**src/rtl/uart_alu_core.sv**
```systemverilog
// UART calculator compute core: oversample tick generator, three-byte sequencing FSM
// and an 8-bit ALU. It collects operands A and B and an opcode, then emits one result byte.
module uart_alu_core #(
   parameter int CLK_FREQ   = 5_000_000,
   parameter int BAUD_RATE  = 9600,
   parameter int OVERSAMPLE = 16,
   parameter int SIZEDATA   = 8,
   parameter int SIZEOP     = 6
) (
   input  logic                i_clock,
   input  logic                i_reset,
   input  logic                i_rx_done,
   input  logic [SIZEDATA-1:0] i_rx_data,
   output logic                o_tick,
   output logic [SIZEDATA-1:0] o_tx_result,
   output logic                o_tx_signal
);

   localparam int DIVISOR = CLK_FREQ / (BAUD_RATE * OVERSAMPLE);
   localparam int CNT_W   = (DIVISOR > 1) ? $clog2(DIVISOR) : 1;

   localparam logic [SIZEOP-1:0] OP_ADD = SIZEOP'(6'b100000);
   localparam logic [SIZEOP-1:0] OP_SUB = SIZEOP'(6'b100010);
   localparam logic [SIZEOP-1:0] OP_AND = SIZEOP'(6'b100100);
   localparam logic [SIZEOP-1:0] OP_OR  = SIZEOP'(6'b100101);
   localparam logic [SIZEOP-1:0] OP_XOR = SIZEOP'(6'b100110);
   localparam logic [SIZEOP-1:0] OP_NOR = SIZEOP'(6'b100111);
   localparam logic [SIZEOP-1:0] OP_SRA = SIZEOP'(6'b000011);
   localparam logic [SIZEOP-1:0] OP_SRL = SIZEOP'(6'b000010);

   typedef enum logic [1:0] {WAIT_A, WAIT_B, WAIT_OP, SEND} state_t;

   state_t              state;
   logic [CNT_W-1:0]    tick_cnt;
   logic                rx_prev;
   logic                accept;
   logic [SIZEDATA-1:0] a_reg;
   logic [SIZEDATA-1:0] b_reg;
   logic [SIZEOP-1:0]   op_reg;
   logic [SIZEDATA-1:0] alu_result;

   // o_tick is the registered image of the wrap condition, so the first pulse
   // appears DIVISOR clocks after reset release and then every DIVISOR clocks.
   always_ff @(posedge i_clock) begin
      // NOTE: reset is sampled on the clock edge, so it lives inside the clocked
      // branch rather than in the sensitivity list.
      if (i_reset) begin
         tick_cnt <= '0;
         o_tick   <= 1'b0;
      end else begin
         o_tick <= (tick_cnt == CNT_W'(DIVISOR - 1));
         if (tick_cnt == CNT_W'(DIVISOR - 1)) tick_cnt <= '0;
         else                                 tick_cnt <= tick_cnt + 1'b1;
      end
   end

   // A level held high on i_rx_done is accepted only on its first cycle.
   assign accept = i_rx_done && !rx_prev;

   always_comb begin
      // NOTE: default first so every path assigns the result and no latch is inferred.
      alu_result = '0;
      case (op_reg)
         OP_ADD:  alu_result = a_reg + b_reg;
         OP_SUB:  alu_result = a_reg - b_reg;
         OP_AND:  alu_result = a_reg & b_reg;
         OP_OR:   alu_result = a_reg | b_reg;
         OP_XOR:  alu_result = a_reg ^ b_reg;
         OP_NOR:  alu_result = ~(a_reg | b_reg);
         OP_SRA:  alu_result = $signed(a_reg) >>> b_reg;
         OP_SRL:  alu_result = a_reg >> b_reg;
         default: alu_result = '0;
      endcase
   end

   always_ff @(posedge i_clock) begin
      if (i_reset) begin
         state       <= WAIT_A;
         rx_prev     <= 1'b0;
         a_reg       <= '0;
         b_reg       <= '0;
         op_reg      <= '0;
         o_tx_result <= '0;
         o_tx_signal <= 1'b0;
      end else begin
         // NOTE: non-blocking assignments so every register samples pre-edge values.
         rx_prev     <= i_rx_done;
         o_tx_signal <= 1'b0;
         case (state)
            WAIT_A: if (accept) begin
               a_reg <= i_rx_data;
               state <= WAIT_B;
            end
            WAIT_B: if (accept) begin
               b_reg <= i_rx_data;
               state <= WAIT_OP;
            end
            WAIT_OP: if (accept) begin
               op_reg <= i_rx_data[SIZEOP-1:0];
               state  <= SEND;
            end
            SEND: begin
               o_tx_result <= alu_result;
               o_tx_signal <= 1'b1;
               state       <= WAIT_A;
            end
            default: state <= WAIT_A;
         endcase
      end
   end

endmodule

```
**config.mk**
```make
export PLATFORM = sky130hd
export DESIGN_NAME = uart_alu_core
export DESIGN_NICKNAME = d
export VERILOG_FILES = /design/src/rtl/uart_alu_core.sv
export SDC_FILE = /design/constraint.sdc
export NUM_CORES = 1
export LEC_CHECK = 0
export ABC_CLOCK_PERIOD_IN_PS = 5880
export CORE_MARGIN = 8
export CORE_UTILIZATION = 50
export CTS_CLUSTER_DIAMETER = 80
export CTS_CLUSTER_SIZE = 8
export DETAILED_ROUTE_END_ITERATION = 8
export HOLD_SLACK_MARGIN = 0.02
export MAX_ROUTING_LAYER = met4
export PLACE_DENSITY = 0.69
export SLEW_MARGIN = 20
export SYNTH_ARGS = -nofsm -noshare
export SYNTH_HDL_FRONTEND = slang
export SYNTH_SLANG_ARGS = --single-unit
```
**constraint.sdc**
```tcl
create_clock -name i_clock -period 5.88 [get_ports i_clock]
set_clock_uncertainty 0.05 [all_clocks]
set_input_delay 0.588 -clock i_clock [delete_from_list [all_inputs] [get_ports i_clock]]
set_output_delay 0.588 -clock i_clock [all_outputs]
set_load 0.05 [all_outputs]
```
==> flow_metrics.tcl, run 1 <==
set metrics [dict create \
    outcome "complete, no violations" \
    h-tree-depth 2 \
    vias 2791 \
    syn_avg_cell_area_um2 7.82 \
    worstSetupStartpoint "op_reg[0]" \
    synth_commonest_cells "49 x nand2_1, 46 x a21oi_1, 40 x dfxtp_1" \
    drc 0 \
    max_stage_delay_ns 0.59 \
    yosysSeqAreaShare 0.261 \
    critPathBufInv 0 \
    core_area_mm2 0.00592 \
    cts_made_buffers 5 \
    clockBufferDepth 2 \
    setup_viol 0 \
    endpoint_kind "register" \
    antenna_found_initial 0 \
    start_util 0.519 \
    min-delay-path-class "reg -> reg" \
    clock-sinks 40 \
    maxSlewViolCount 0 \
    tns_ns 0 \
    timing.rr.start "op_reg[0]" \
    syn_nets 436 \
    finalHoldViolCount 0 \
    die_y_um 94.4 \
    wirelength_um 7720 \
    cts_setup_buffers 0 \
    r2r_cells 10 \
    std_cell_rows 28 \
    dp_hpwl_um 5760 \
    routedWlPerCell_um 16.3 \
    crit_family "simple AND/OR/NAND/NOR gates" \
    yosysMostFrequentCell "nand2_1" \
    ys_ff_latch 40 \
    power_w 0.00110 \
    root_buffer "clkbuf_8" \
    worstPathMaxFanout 25 \
    cts_hold_buf 0 \
    place.gp.congestion 0.999 \
    die_w_um 94.4 \
    clock_latency_ns 0.30 \
    io_pins 21 \
    synth_warnings 0 \
    overflow 0 \
    grt_pass1_wl_um 13200 \
    cts_tree "yes" \
    final_layout_size_suffix_gt1_frac 0.0477 \
    crit_chain "nor4b_2, and3b_1, mux2i_1, fa_1, a211oi_1, o21bai_1, a21oi_1, xor2_1, o211a_1, o21ai_1" \
    synthToLayoutAreaGrowth_pct 9.36 \
    required_ns 6.02 \
    holdWs_ns 0.405 \
    viasPerCell 5.90 \
    drv_cap 0 \
    grt_setup_unrepaired "no" \
    synth_top_cell_by_area "dfxtp_1" \
    synth_area_leaders "dfxtp_1 26%, ha_1 13%, a21oi_1 7.5%, nand2_1 6.0%, xnor2_1 5.1%" \
    fin_nets 441 \
    crit_slowest_cell "dfxtp_1" \
    r2r_slack_ns 2.56 \
    timing.rr.end "o_tx_result[6]" \
    fin_crit_ns 3.32 \
    die_area_mm2 0.00891 \
    yosysUniqueCellTypes 55 \
    ys.flop_type "dfxtp_1" \
    hold-path-endpoint "o_tx_result[6]" \
    fmax_ghz 0.301 \
    grt_max_degree 38 \
    num_antenna_cells 0 \
    p_leak_nw 1.16 \
    synth_edf_count 0 \
    io_buffers 20 \
    path_class "reg -> reg" \
    yosys.area.top_type_share 0.261 \
    cts_resized 0 \
    whs_path_depth 2 \
    holdCritStartpoint "o_tx_result[6]" \
    critPathLaunchType "register" \
    syn_inst 393 \
    grt_usage 0.191 \
    drt-initial-drc-count 214 \
    drt-pass1-iter-count 4 \
    p_per_area_mw_per_mm2 327 \
    fin_crit_sh 0.565 \
    worstMarginPinSlew_ns 1.04 \
    async_reset_ff_frac 0 \
    grt_pass1_vias 2691 \
    clkTransAtPathRegs_ns 0.08 \
    fin_util 0.568 \
    antenna_left 0 \
    cp.arrival_ns 3.46 \
    mappedNetlistArea_mm2 0.00307 \
    slew_headroom 0.300 \
    ir_drop_mv 0.221 \
]
==> worst max-delay path by stage <==
stage                     endpoint  depth (start not counted)
floorplan           o_tx_result[6]                         12
global placement    o_tx_result[6]                         10
detailed placement  o_tx_result[6]                         10
CTS                 o_tx_result[6]                         10
global route        o_tx_result[6]                         10
finish              o_tx_result[6]                         10
==> tightest hold or removal path, delay by kind of cell (launching register included) <==
family	cells	cell delay, ns
flip-flops	1	0.31
AND/OR/NAND/NOR	1	0.05
AO/OA/AOI/OAI	1	0.05
==> stage by stage <==
| stage | instances | setup slack (ns) | cell area, µm² |
|---|---|---|---|
| detailed placement | 466 | 2.59 | 3280 |
| finish | 473 | 2.56 | 3360 |
| global placement | 466 | 2.70 | 3280 |
| CTS | 473 | 2.56 | 3360 |
| floorplan | 393 | 3.12 | 3070 |
| global route | 473 | 2.30 | 3360 |
==> final cells by class <==
cell class                 instances  area (µm²)
clock inverter                     2        12.5
timing repair buffer              23         223
inverter                          20        75.1
multi-input combinational        308        2090
clock buffer                       5        68.8
fill                             550        2560
sequential                        40         801
tap                               75        93.8
==> cells in the final DEF, fill, tap and decap left out, types with 3 or more instances in the layout <==
cell              n
nand2_1          49
o211ai_1          6
nand2b_1          3
a31oi_1           4
a211oi_1          6
nor2b_1           7
nor2_1           24
inv_1            20
a21oi_1          46
clkdlybuf4s50_1  20
clkbuf_8          5
nand3_1          27
o21ai_0           9
o2111ai_1         3
ha_1             31
and3_1            3
nor3_1           11
buf_4             3
xor2_1            4
a21o_1            3
nor3b_1           3
mux2i_1          13
xnor2_1          18
dfxtp_1          40
o221ai_1          3
==> kinds of logic (layout without fill, tap and decap cells) <==
logic type	after synthesis	in the layout	synth area share
compound gates	100	100	0.206
xor+xnor	22	22	0.0627
buf+inv	45	50	0.0603
mux	15	15	0.0533
simple gates	139	139	0.224
fa+ha+maj	32	32	0.133
flops	40	40	0.261
==> metal layers <==
metal / vias up / routed length (µm) / global-route usage
met2: 101 / 3550 / 0.298
li1: 1403 / - / -
met1: 1266 / 3470 / 0.237
met4: 0 / 199 / 0.0700
met5: - / 0 / -
met3: 21 / 509 / 0.0373
==> report_power, final <==
part / internal (W) / switching (W)
clock: 0.0000804 / 0.0000984
sequential: 0.000301 / 0.0000648
combinational: 0.000234 / 0.000320
(Power assumes the default switching activity.)
==> run 2: changes to the inputs <==
--- a/config.mk
+++ b/config.mk
@@ -5,7 +5,7 @@
 export SDC_FILE = /design/constraint.sdc
 export NUM_CORES = 1
 export LEC_CHECK = 0
-export ABC_CLOCK_PERIOD_IN_PS = 5880
+export ABC_CLOCK_PERIOD_IN_PS = 3000
 export CORE_MARGIN = 8
 export CORE_UTILIZATION = 50
 export CTS_CLUSTER_DIAMETER = 80
@@ -13,7 +13,7 @@
 export DETAILED_ROUTE_END_ITERATION = 8
 export HOLD_SLACK_MARGIN = 0.02
 export MAX_ROUTING_LAYER = met4
-export PLACE_DENSITY = 0.69
+export PLACE_DENSITY = 0.72
 export SLEW_MARGIN = 20
 export SYNTH_ARGS = -nofsm -noshare
 export SYNTH_HDL_FRONTEND = slang
==> constraint.sdc (replaced) <==
create_clock -name i_clock -period 3 [get_ports i_clock]
set_clock_uncertainty 0.05 [all_clocks]
set_input_delay 0.3 -clock i_clock [delete_from_list [all_inputs] [get_ports i_clock]]
set_output_delay 0.3 -clock i_clock [all_outputs]
set_load 0.05 [all_outputs]
==> run 2 against run 1 <==
Final area grew 2.5%. Register-to-register slack worse by 2.3 ns. Worst hold slack worse by 0.0025 ns. First-iteration DRC count decreased by 15%.
==> flow_metrics.tcl, run 2 (synthesized netlist as in run 1, its figures left out) <==
set metrics [dict create \
    io_pins 21 \
    p_leak_nw 1.22 \
    critPathLaunchType "register" \
    grt_pass1_wl_um 13500 \
    worst_slack_ns 0.253 \
    antenna_found_initial 0 \
    whs_path_depth 2 \
    num_antenna_cells 0 \
    wirelength_um 7940 \
    vias 2812 \
    grt_pass1_vias 2706 \
    crit_chain "nor4b_2, and3b_2, mux2i_1, fa_1, a211oi_1, o21bai_1, a21oi_1, xor2_1, o211a_1, o21ai_1" \
    core_area_mm2 0.00592 \
    fin_nets 451 \
    h-tree-depth 2 \
    dp_hpwl_um 6090 \
    clockBufferDepth 2 \
    maxSlewViolCount 0 \
    fin_util 0.582 \
    p_per_area_mw_per_mm2 636 \
    antenna_left 0 \
    grt_usage 0.194 \
    overflow 0 \
    io_buffers 20 \
    drt-initial-drc-count 182 \
    crit_slowest_cell "fa_1" \
    final_common_cell "nand2_1" \
    required_ns 3.14 \
    start_util 0.519 \
    worstMarginPinSlew_ns 0.496 \
    tns_ns 0 \
    worstPathMaxFanout 7 \
    setup_viol 0 \
    final_cell_mix "49 x nand2_1, 46 x a21oi_1, 40 x dfxtp_1, 31 x ha_1, 27 x nand3_1" \
    die_area_mm2 0.00891 \
    multi_input_area_mm2 0.00209 \
    cp.arrival_ns 2.88 \
    slew_headroom 0.668 \
    root_buffer "clkbuf_8" \
    std_cell_rows 28 \
    fin_crit_ns 2.75 \
    routedWlPerCell_um 16.4 \
    drc 0 \
    clkTransAtPathRegs_ns 0.08 \
    outcome "complete, no violations" \
    drt-pass1-iter-count 4 \
    viasPerCell 5.81 \
    cts_made_buffers 5 \
    endpoint_kind "register" \
    cts_hold_buf 0 \
    drv_cap 0 \
    die_w_um 94.4 \
    seq_area_um2 801 \
    r2r_cells 10 \
    fin_crit_sh 0.916 \
    clock-sinks 40 \
    ir_drop_mv 0.511 \
    pre_cts_slack_ns 0.173 \
    fmax_ghz 0.364 \
    clock_latency_ns 0.30 \
    min-delay-path-class "reg -> reg" \
    path_class "reg -> reg" \
    grt_max_degree 37 \
    fillCellCount 570 \
    cts_tree "yes" \
    cts_setup_buffers 0 \
    place.gp.congestion 0.973 \
    synthToLayoutAreaGrowth_pct 12.1 \
    grt_setup_unrepaired "no" \
    final_layout_size_suffix_gt1_frac 0.0758 \
    finalHoldViolCount 0 \
    die_y_um 94.4 \
    max_stage_delay_ns 0.47 \
]
## run 2: path summary, 6_finish.rpt
| check | startpoint | to | slack (ns) |
|---|---|---|---|
| worst min-delay path | o_tx_result[6] | o_tx_result[6] | 0.40 |
| worst min register to register | o_tx_result[6] | o_tx_result[6] | 0.40 |
| worst max-delay path | op_reg[3] | o_tx_result[6] | 0.25 |
| worst max register to register | op_reg[3] | o_tx_result[6] | 0.25 |
## run 2: layer usage
| layer | wire length, µm | global-route usage | up-vias |
|---|---|---|---|
| met1 | 3770 | 0.256 | 1284 |
| met4 | 176 | 0.0740 | 0 |
| met5 | 0 | - | - |
| li1 | - | - | 1422 |
| met2 | 3600 | 0.289 | 87 |
| met3 | 387 | 0.0310 | 19 |
## run 2: power by group
| part | internal (W) | switching, W | leakage, nW |
|---|---|---|---|
| logic | 0.000482 | 0.000674 | 0.842 |
| registers | 0.000591 | 0.0000875 | 0.325 |
| clock network | 0.000162 | 0.000193 | 0.0479 |
| total | 0.00123 | 0.000955 | 1.22 |
## run 2: through the flow
step / power, W / cell area (µm²) / instances / hold WS (ns)
floorplan: 0.00156 / 3070 / 393 / 0.378
global placement: 0.00181 / 3350 / 476 / 0.394
finish: 0.00219 / 3440 / 484 / 0.402
CTS: 0.00219 / 3440 / 484 / 0.405
detailed placement: 0.00183 / 3350 / 476 / 0.394
global route: 0.00236 / 3440 / 484 / 0.422
## run 2: timing repair
action                     4_1_cts  5_1_grt
gates resized for setup          0        1
setup endpoints to repair        0        1
hold endpoints to repair         0        0
## run 2: area by class of cell
| class | count | area share |
|---|---|---|
| multi-input combinational | 308 | 0.606 |
| sequential | 40 | 0.233 |
| timing repair buffer | 33 | 0.0865 |
| tap | 75 | 0.0273 |
| inverter | 20 | 0.0218 |
| clock buffer | 5 | 0.0200 |
| clock inverter | 3 | 0.00545 |
## run 2: worst max-delay path: cells and delay by family, from the launching register on
family	cells	cell delay, ns
flops	1	0.35
compound gates	5	0.82
fa+ha+maj	1	0.47
mux	1	0.15
simple gates	2	0.62
xor+xnor	1	0.17
==> run 3: changes to the inputs <==
--- a/config.mk
+++ b/config.mk
@@ -6,14 +6,16 @@
 export NUM_CORES = 1
 export LEC_CHECK = 0
 export ABC_CLOCK_PERIOD_IN_PS = 3000
-export CORE_MARGIN = 8
-export CORE_UTILIZATION = 50
+export CELL_PAD_IN_SITES_DETAIL_PLACEMENT = 1
+export CELL_PAD_IN_SITES_GLOBAL_PLACEMENT = 2
+export CORE_MARGIN = 5
+export CORE_UTILIZATION = 32
 export CTS_CLUSTER_DIAMETER = 80
 export CTS_CLUSTER_SIZE = 8
 export DETAILED_ROUTE_END_ITERATION = 8
 export HOLD_SLACK_MARGIN = 0.02
 export MAX_ROUTING_LAYER = met4
-export PLACE_DENSITY = 0.72
+export PLACE_DENSITY = 0.76
 export SLEW_MARGIN = 20
 export SYNTH_ARGS = -nofsm -noshare
 export SYNTH_HDL_FRONTEND = slang
==> run 3 against run 2 <==
Clock power is 7.6% higher. Die area up 31%. Total power up 3.0%. Combinational power increased by 3%. Via count grew 2.3%. Non-clock buffer count is the same. Maximum frequency increased by 0.15%. First-iteration DRC count decreased by 41%. Final area grew 2.0%. Global-route usage decreased by 1.2 points. Sequential share of layout area decreased by 0.45 points. Sequential cell count unchanged. Critical path type unchanged. Critical endpoint unchanged. Largest cell class unchanged. Largest power group unchanged.
==> flow_metrics.tcl, run 3 (synthesized netlist as in run 1, its figures left out) <==
set metrics [dict create \
    internal-power_w 0.00123 \
    final_cell_mix "49 x nand2_1, 46 x a21oi_1, 40 x dfxtp_1, 31 x ha_1, 27 x nand3_1" \
    setup_viol 0 \
    p_per_area_mw_per_mm2 642 \
    drv_cap 0 \
    grt_setup_unrepaired "no" \
    p_sw_frac 0.453 \
    worstMarginPinSlew_ns 0.563 \
    die_w_um 108 \
    final_common_cell "nand2_1" \
    clkTransAtPathRegs_ns 0.09 \
    drt-pass1-iter-count 4 \
    vias 2877 \
    combPwrFrac 0.530 \
    h-tree-depth 2 \
    cp.arrival_ns 2.89 \
    die_area_mm2 0.0117 \
    routedWlPerCell_um 18.1 \
    outcome "complete, no violations" \
    wirelength_um 9760 \
    grt_pass1_wl_um 16000 \
    crit_slowest_cell "fa_1" \
    drc 0 \
    min-delay-path-class "reg -> reg" \
    antenna_found_initial 0 \
    endpoint_kind "register" \
    std_cell_rows 35 \
    fin_crit_ns 2.74 \
    fin_crit_sh 0.914 \
    final_layout_size_suffix_gt1_frac 0.0758 \
    place.gp.congestion 0.912 \
    core_area_mm2 0.00928 \
    grt_max_degree 37 \
    tns_ns 0 \
    slew_headroom 0.624 \
    io_pins 21 \
    pwr-share-clk 0.169 \
    grt_usage 0.182 \
    cts_made_buffers 5 \
    critPathLaunchType "register" \
    io_buffers 20 \
    fillCellCount 1167 \
    clock-sinks 40 \
    seq_area_um2 801 \
    clock_latency_ns 0.31 \
    path_class "reg -> reg" \
    multi_input_area_mm2 0.00209 \
    cts_tree "yes" \
    p_switching_w 0.00102 \
    ir_drop_mv 0.212 \
    grt_pass1_vias 2905 \
    worstPathMaxFanout 4 \
    clockBufferDepth 2 \
    die_y_um 108 \
    drt-initial-drc-count 108 \
    start_util 0.331 \
    viasPerCell 5.35 \
    antenna_left 0 \
    root_buffer "clkbuf_8" \
    cts_setup_buffers 0 \
    fin_util 0.378 \
    p_leak_nw 1.22 \
    cts_hold_buf 0 \
    overflow 0 \
    fmax_ghz 0.365 \
    cts_resized 0 \
    max_stage_delay_ns 0.49 \
    num_antenna_cells 0 \
    finalHoldViolCount 0 \
    crit_chain "nor4b_2, and3b_2, mux2i_1, fa_1, a211oi_1, o21bai_1, a21oi_1, xor2_1, o211a_1, o21ai_1" \
    synthToLayoutAreaGrowth_pct 14.3 \
    seq_power_share 0.301 \
    maxSlewViolCount 0 \
    required_ns 3.15 \
    dp_hpwl_um 7500 \
    fin_nets 451 \
]
-- run 3: stage by stage --
stage	hold slack, ns	instance area, µm²	setup slack [ns]	cells	power, W
after floorplan	0.378	3070	0.241	393	0.00156
after global placement	0.402	3420	0.341	530	0.00188
after detailed placement	0.402	3420	0.243	530	0.00189
after CTS	0.415	3510	0.221	538	0.00228
after global routing	0.440	3510	0.0324	538	0.00244
final	0.409	3510	0.257	538	0.00226
-- run 3: final cells by class --
| cell class | count | share of cell area |
|---|---|---|
| timing repair buffer | 33 | 0.0848 |
| sequential | 40 | 0.228 |
| tap | 129 | 0.0460 |
| inverter | 20 | 0.0214 |
| clock buffer | 5 | 0.0196 |
| multi-input combinational | 308 | 0.595 |
| clock inverter | 3 | 0.00535 |
-- run 3: critical path: cells and delay by family (launching register included) --
family                     cells  cell delay [ns]
muxes                          1             0.13
DFF                            1             0.36
and+or+nand+nor                2             0.60
xor gates and xnor gates       1             0.17
AOI/OAI and AO/OA              5             0.83
adders and majority gates      1             0.49
-- run 3: power groups by stage --
stage               clock, W  combinational [W]  sequential [W]
finish              0.000382            0.00120        0.000679
global route        0.000412            0.00134        0.000692
CTS                 0.000392            0.00121        0.000680
detailed placement         0            0.00120        0.000692
global placement           0            0.00119        0.000690
floorplan                  0           0.000890        0.000670
-- run 3: routing by layer --
layer | routed length (µm) | GRT usage | vias to the layer above
li1 | - | - | 1423
met5 | 0 | - | -
met3 | 339 | 0.0293 | 15
met1 | 4660 | 0.244 | 1389
met2 | 4560 | 0.283 | 50
met4 | 197 | 0.0523 | 0
-- run 3: path summary, 6_finish.rpt --
kind | from | endpoint | slack [ns] | depth (start not counted)
setup / recovery | op_reg[3] | o_tx_result[6] | 0.26 | 10
setup reg to reg | op_reg[3] | o_tx_result[6] | 0.26 | 10
hold reg to reg | tick_cnt[0] | tick_cnt[0] | 0.41 | 1
hold / removal | tick_cnt[0] | tick_cnt[0] | 0.41 | 1
